--- config.mk ---
export PLATFORM = sky130hd
export DESIGN_NAME = pc_sequencer_flat
export DESIGN_NICKNAME = d
export VERILOG_FILES = /design/src/rtl/pc_sequencer_if.sv /design/src/rtl/pc_sequencer.sv /design/src/flat_wrapper.sv
export SDC_FILE = /design/constraint.sdc
export NUM_CORES = 1
export LEC_CHECK = 0
export ABC_AREA = 1
export BUFFER_PORTS_ARGS = -buffer_cell sky130_fd_sc_hd__buf_4
export CORE_MARGIN = 2
export CORE_UTILIZATION = 40
export CTS_CLUSTER_SIZE = 24
export DETAILED_ROUTE_END_ITERATION = 8
export PLACE_DENSITY_LB_ADDON = 0.12
export SLEW_MARGIN = 10
export SYNTH_ARGS = -nofsm -noshare
export SYNTH_HDL_FRONTEND = slang
export SYNTH_SLANG_ARGS = --single-unit
--- constraint.sdc ---
create_clock -name clk -period 4 [get_ports clk]
set_clock_uncertainty 0.1 [all_clocks]
set_input_delay 0.4 -clock clk [delete_from_list [all_inputs] [get_ports clk]]
set_output_delay 0.4 -clock clk [all_outputs]
set_load 0.005 [all_outputs]
--- src/rtl/pc_sequencer_if.sv ---
// rtl/pc_sequencer_if.sv - fetch/flow control bundle between the PC sequencer and its environment
interface pc_sequencer_if #(
    parameter int DATA_WIDTH = 8
);
    logic                  i_start;
    logic                  i_fetch_ack;
    logic                  i_stall;
    logic                  i_jump_en;
    logic                  i_call_en;
    logic                  i_ret_en;
    logic                  i_halt;
    logic [DATA_WIDTH-1:0] i_jump_addr;
    logic [DATA_WIDTH-1:0] i_pc;
    logic                  o_pc_input_en;
    logic                  o_pc_counter_en;
    logic [DATA_WIDTH-1:0] o_pc_data;
    logic                  o_fetch_req;
    logic                  o_busy;
    logic                  o_stack_err;

    modport master (
        output i_start, i_fetch_ack, i_stall, i_jump_en, i_call_en, i_ret_en, i_halt,
        output i_jump_addr, i_pc,
        input  o_pc_input_en, o_pc_counter_en, o_pc_data, o_fetch_req, o_busy, o_stack_err
    );

    modport slave (
        input  i_start, i_fetch_ack, i_stall, i_jump_en, i_call_en, i_ret_en, i_halt,
        input  i_jump_addr, i_pc,
        output o_pc_input_en, o_pc_counter_en, o_pc_data, o_fetch_req, o_busy, o_stack_err
    );
endinterface

--- src/rtl/pc_sequencer.sv ---
// rtl/pc_sequencer.sv - program counter fetch/flow sequencer with return-address stack
module pc_sequencer #(
    parameter int DATA_WIDTH  = 8,
    parameter int STACK_DEPTH = 4
) (
    input  logic           clk,
    input  logic           rst,
    pc_sequencer_if.slave  bus
);
    localparam int IDX_W = $clog2(STACK_DEPTH);
    localparam int SP_W  = IDX_W + 1;

    typedef enum logic [1:0] {
        S_IDLE,
        S_REQ,
        S_EXEC,
        S_HALT
    } state_t;

    state_t                state;
    logic [SP_W-1:0]       sp;
    logic [DATA_WIDTH-1:0] stack_mem [STACK_DEPTH];
    logic                  stack_err;

    logic                  stack_empty;
    logic                  stack_full;
    logic [IDX_W-1:0]      top_idx;
    logic [IDX_W-1:0]      push_idx;
    logic [SP_W-1:0]       sp_minus_one;

    logic                  pc_input_en;
    logic                  pc_counter_en;
    logic [DATA_WIDTH-1:0] pc_data;
    logic                  do_push;
    logic                  do_pop;
    logic                  err_set;
    logic                  leave_exec;

    assign stack_empty  = (sp == '0);
    assign stack_full   = (sp == SP_W'(STACK_DEPTH));
    assign sp_minus_one = sp - SP_W'(1);
    assign top_idx      = sp_minus_one[IDX_W-1:0];
    assign push_idx     = sp[IDX_W-1:0];

    // EXEC decision: only the highest-priority event acts, everything is zero outside EXEC
    always_comb begin
        pc_input_en   = 1'b0;
        pc_counter_en = 1'b0;
        pc_data       = '0;
        do_push       = 1'b0;
        do_pop        = 1'b0;
        err_set       = 1'b0;
        leave_exec    = 1'b0;
        if (state == S_EXEC) begin
            if (bus.i_halt) begin
                leave_exec = 1'b0;
            end else if (bus.i_ret_en) begin
                leave_exec = 1'b1;
                if (!stack_empty) begin
                    pc_input_en = 1'b1;
                    pc_data     = stack_mem[top_idx];
                    do_pop      = 1'b1;
                end else begin
                    err_set       = 1'b1;
                    pc_counter_en = 1'b1;
                end
            end else if (bus.i_call_en) begin
                leave_exec = 1'b1;
                if (!stack_full) begin
                    do_push     = 1'b1;
                    pc_input_en = 1'b1;
                    pc_data     = bus.i_jump_addr;
                end else begin
                    err_set       = 1'b1;
                    pc_counter_en = 1'b1;
                end
            end else if (bus.i_jump_en) begin
                leave_exec  = 1'b1;
                pc_input_en = 1'b1;
                pc_data     = bus.i_jump_addr;
            end else if (bus.i_stall) begin
                leave_exec = 1'b0;
            end else begin
                leave_exec    = 1'b1;
                pc_counter_en = 1'b1;
            end
        end
    end

    // State machine, return stack and sticky error flag
    always_ff @(posedge clk) begin
        if (rst) begin
            state     <= S_IDLE;
            sp        <= '0;
            stack_err <= 1'b0;
            for (int i = 0; i < STACK_DEPTH; i++) begin
                stack_mem[i] <= '0;
            end
        end else begin
            case (state)
                S_IDLE: if (bus.i_start) state <= S_REQ;
                S_REQ:  if (bus.i_fetch_ack) state <= S_EXEC;
                S_EXEC: begin
                    if (bus.i_halt) begin
                        state <= S_HALT;
                    end else if (leave_exec) begin
                        state <= S_REQ;
                    end
                end
                S_HALT: if (bus.i_start) state <= S_REQ;
                default: state <= S_IDLE;
            endcase
            if (do_push) begin
                stack_mem[push_idx] <= bus.i_pc + DATA_WIDTH'(1);
                sp                  <= sp + SP_W'(1);
            end else if (do_pop) begin
                sp <= sp_minus_one;
            end
            if (err_set) begin
                stack_err <= 1'b1;
            end
        end
    end

    assign bus.o_pc_input_en   = pc_input_en;
    assign bus.o_pc_counter_en = pc_counter_en;
    assign bus.o_pc_data       = pc_data;
    assign bus.o_fetch_req     = (state == S_REQ);
    assign bus.o_busy          = (state == S_REQ) || (state == S_EXEC);
    assign bus.o_stack_err     = stack_err;
endmodule

--- src/flat_wrapper.sv ---
// flat-port wrapper written by rule: the top's interface ports become plain ports
module pc_sequencer_flat 
#(
    parameter int DATA_WIDTH  = 8,
    parameter int STACK_DEPTH = 4
)
  (clk, rst, bus_i_start, bus_i_fetch_ack, bus_i_stall, bus_i_jump_en, bus_i_call_en, bus_i_ret_en, bus_i_halt, bus_i_jump_addr, bus_i_pc, bus_o_pc_input_en, bus_o_pc_counter_en, bus_o_pc_data, bus_o_fetch_req, bus_o_busy, bus_o_stack_err);
  pc_sequencer_if #(.DATA_WIDTH(DATA_WIDTH)) bus_i ();
  input  logic clk;
  input  logic rst;
  input wire logic [$bits(bus_i.i_start)-1:0] bus_i_start;
  input wire logic [$bits(bus_i.i_fetch_ack)-1:0] bus_i_fetch_ack;
  input wire logic [$bits(bus_i.i_stall)-1:0] bus_i_stall;
  input wire logic [$bits(bus_i.i_jump_en)-1:0] bus_i_jump_en;
  input wire logic [$bits(bus_i.i_call_en)-1:0] bus_i_call_en;
  input wire logic [$bits(bus_i.i_ret_en)-1:0] bus_i_ret_en;
  input wire logic [$bits(bus_i.i_halt)-1:0] bus_i_halt;
  input wire logic [$bits(bus_i.i_jump_addr)-1:0] bus_i_jump_addr;
  input wire logic [$bits(bus_i.i_pc)-1:0] bus_i_pc;
  output wire logic [$bits(bus_i.o_pc_input_en)-1:0] bus_o_pc_input_en;
  output wire logic [$bits(bus_i.o_pc_counter_en)-1:0] bus_o_pc_counter_en;
  output wire logic [$bits(bus_i.o_pc_data)-1:0] bus_o_pc_data;
  output wire logic [$bits(bus_i.o_fetch_req)-1:0] bus_o_fetch_req;
  output wire logic [$bits(bus_i.o_busy)-1:0] bus_o_busy;
  output wire logic [$bits(bus_i.o_stack_err)-1:0] bus_o_stack_err;
  assign bus_i.i_start = bus_i_start;
  assign bus_i.i_fetch_ack = bus_i_fetch_ack;
  assign bus_i.i_stall = bus_i_stall;
  assign bus_i.i_jump_en = bus_i_jump_en;
  assign bus_i.i_call_en = bus_i_call_en;
  assign bus_i.i_ret_en = bus_i_ret_en;
  assign bus_i.i_halt = bus_i_halt;
  assign bus_i.i_jump_addr = bus_i_jump_addr;
  assign bus_i.i_pc = bus_i_pc;
  assign bus_o_pc_input_en = bus_i.o_pc_input_en;
  assign bus_o_pc_counter_en = bus_i.o_pc_counter_en;
  assign bus_o_pc_data = bus_i.o_pc_data;
  assign bus_o_fetch_req = bus_i.o_fetch_req;
  assign bus_o_busy = bus_i.o_busy;
  assign bus_o_stack_err = bus_i.o_stack_err;
  pc_sequencer #(.DATA_WIDTH(DATA_WIDTH), .STACK_DEPTH(STACK_DEPTH)) u_core (.clk(clk), .rst(rst), .bus(bus_i));
endmodule
==> run metrics <==
Final Hold Violating Endpoints 0; YS warnings 0; hold-fix buffer count after cts 0; worst max-slew margin expressed relative to the limit 65.30%; die height 76.75 um; Power Dens Cells 365.0 mW/mm2; CTS H-tree lvls 2; final setup violating endpoints 0; worst path cell trace buf_4 -> inv_1 -> buf_4 -> ha_1 -> inv_1 -> o21ai_0 -> o22ai_1 -> nand2_1 -> nand2_1 -> buf_4; cell taking the most area after synthesis edfxtp_1; Mapped Area 0.002117 mm2; first-iteration detailed-routing DRC count 130; outcome finished, final reports clean; grt ovf 0; async set or reset register ratio after synthesis 0%; Worst VDD drop 0.0001884 V; number of routed nets with antenna violations 0; ranking of synthesized cells by area edfxtp_1 45%, nor2_1 8.9%, nand2_1 8.7%; share of post-route cells with drive strength above 1 19.65%; detailed-routing iteration count for the pre-antenna-repair pass 4; starting utilization of the core area 41.45%; Layout area overhead 20.98%; total core area 0.005107 mm2; final worst-path cycle share 70.05%; Fill cells 491; final routed DRC violation total 0; syn nets 274; insertion delay to the later sink of the worst-skew pair 280 ps; top_reg_cell synth edfxtp_1; number of vias per cell after detailed routing 4.859; pin count of the biggest net entering global routing 25; final HPWL from detailed placement 3657 um; setup repair after global routing missed its margin no; diode insertion count for antenna repair 0; final routed wirelength across all metal layers 4820 um; I/O pin cnt 38; cell family contributing the most delay on the critical path buffers and inverters; max-slew violations 0; max-cap violations 0; Port Buffers 37; number of synthesized flops with an enable pin 32; synthesis-stage register bit count 38; via count of the first global-routing pass 1741; final period demand of the worst path 2802 ps; commonest cells in the netlist 50 x nor2_1, 49 x nand2_1, 32 x edfxtp_1, 24 x inv_1, 18 x o21ai_0; timing-limited maximum frequency 0.3569 GHz; dpl ws 1524 ps; setup TNS 0 ps; number of nets in the final layout 316; initial antenna violation count 0; number of sinks handled by clock tree synthesis 38; number of buffers created by CTS 5; global-route usage over all layers 18.11%; arrival time of the worst setup path 2300 ps; largest incremental delay on the critical path 450 ps; Static Leak 1.147 nW; Routed wire per std cell 13.58 um; Clock Root Buffer clkbuf_8; wire length of the first global-routing pass 8431 um; gpl congestion 0.8163; post-cts resize count 0; most numerous cell on the critical path buf_4; most common cell in the netlist nor2_1; Setup CP Type flop to output pin; sequential share of the synthesized area 51.06%; Die Area 0.005891 mm2; Cell Rows 26; post-synthesis average cell area 8.748 um2; worst hold path class input pin to flop; maximum buffer depth of the clock tree 2; Netlist cell types 25; slowest library cell on the worst path ha_1; utilization of the core after routing 50.15%; buffers plus inverters on the worst setup path 5; required time worst endpoint 3500 ps; synthesized netlist cell count 242; Die X 76.75 um; clock slew seen by the registers of the worst setup and hold paths 70 ps; transition time at the pin with the least slew margin 518.6 ps; minimum setup slack among reg-to-reg paths 1530 ps; Worst Slack Setup Final 1198 ps; fraction of synthesized cell area taken by the top area cell type 45.39%; largest driver fanout on the critical path 24; Critical Path End Type output pin; kind of start point of the critical path flop; number of buffers inserted by post-CTS setup repair 0; clock tree from TritonCTS done; total number of vias 1725
-- logic make-up after synthesis --
| family | after synthesis | synth area share (%) |
|---|---|---|
| adder cells (fa/ha/maj) | 7 | 4.137 |
| XOR/XNOR | 4 | 1.655 |
| AND/OR/NAND/NOR | 128 | 28.43 |
| buffers and inverters | 31 | 5.910 |
| flip-flops | 38 | 51.06 |
| AO/OA/AOI/OAI | 34 | 8.806 |
-- layout by cell type (no fill, tap or decap) --
cell type	netlist	routed
a21oi_1	6	6
buf_4	1	40
clkbuf_1	0	2
clkbuf_8	0	5
clkinv_1	1	1
clkinvlp_4	0	1
dfxtp_1	6	6
edfxtp_1	32	32
ha_1	7	7
inv_1	24	24
inv_2	1	1
nand2_1	49	49
nand2_4	1	1
nand3_1	16	16
nand3_2	2	2
nand3_4	3	3
nand4_1	4	4
nor2_1	50	50
nor2_4	1	1
nor2_8	1	1
nor3_2	1	1
o21ai_0	18	18
o21bai_1	2	2
o22ai_1	7	7
o31ai_1	1	1
xnor2_1	1	1
xor2_1	3	3
-- power breakdown --
part	internal, W	switching [W]	leakage (nW)	total [W]
clock network	0.000123	0.000130	0.0385	0.000253
registers	0.000452	0.0000145	0.379	0.000467
logic	0.0000920	0.000123	0.729	0.000215
-- state kept, by name, summed over array words and instances, names as in the netlist --
name,cells
u_core.sp,3
u_core.bus.o_stack_err,1
u_core.stack_mem,32
u_core.state,2
-- final timing paths --
kind,cells after the start,start,end
worst max-delay path,10,u_core.sp[0]$_SDFFE_PP0P_,bus_o_pc_data[5]
worst min-delay path,2,rst,u_core.bus.o_stack_err$_SDFFE_PP0P_
worst max register to register,11,u_core.sp[0]$_SDFFE_PP0P_,u_core.stack_mem[0][1]$_SDFFCE_PN0P_
worst min register to register,2,u_core.bus.o_stack_err$_SDFFE_PP0P_,u_core.bus.o_stack_err$_SDFFE_PP0P_
-- routing by layer --
layer  wire, um  track usage [%]  up-vias
met1       2352            26.29      773
met4         55            6.727        0
met5          0                0        -
met3        277            3.765        5
li1           -                -      893
met2       2134            26.58       54
-- final cells by class --
class / count / area [um2] / area share (%)
clock buffers: 7 / 76.32 / 2.980
repair buffers: 40 / 300.3 / 11.72
inverters: 26 / 97.59 / 3.810
well taps: 70 / 87.58 / 3.420
multi-input cells: 173 / 910.9 / 35.56
flip-flops and latches: 38 / 1081 / 42.21
clock inverters: 1 / 7.507 / 0.2931
-- metrics by stage --
step	hold WS [ps]	std cells	power, W	area, um2
finish	227.7	355	0.0009347	2561
global route	234.5	355	0.0009926	2561
CTS	225.8	355	0.0009440	2561
detailed placement	345.3	347	0.0006929	2477
global placement	343.0	347	0.0006912	2477
floorplan	340.5	242	0.0006060	2117
Note: power is estimated with default switching activity, not from simulation.
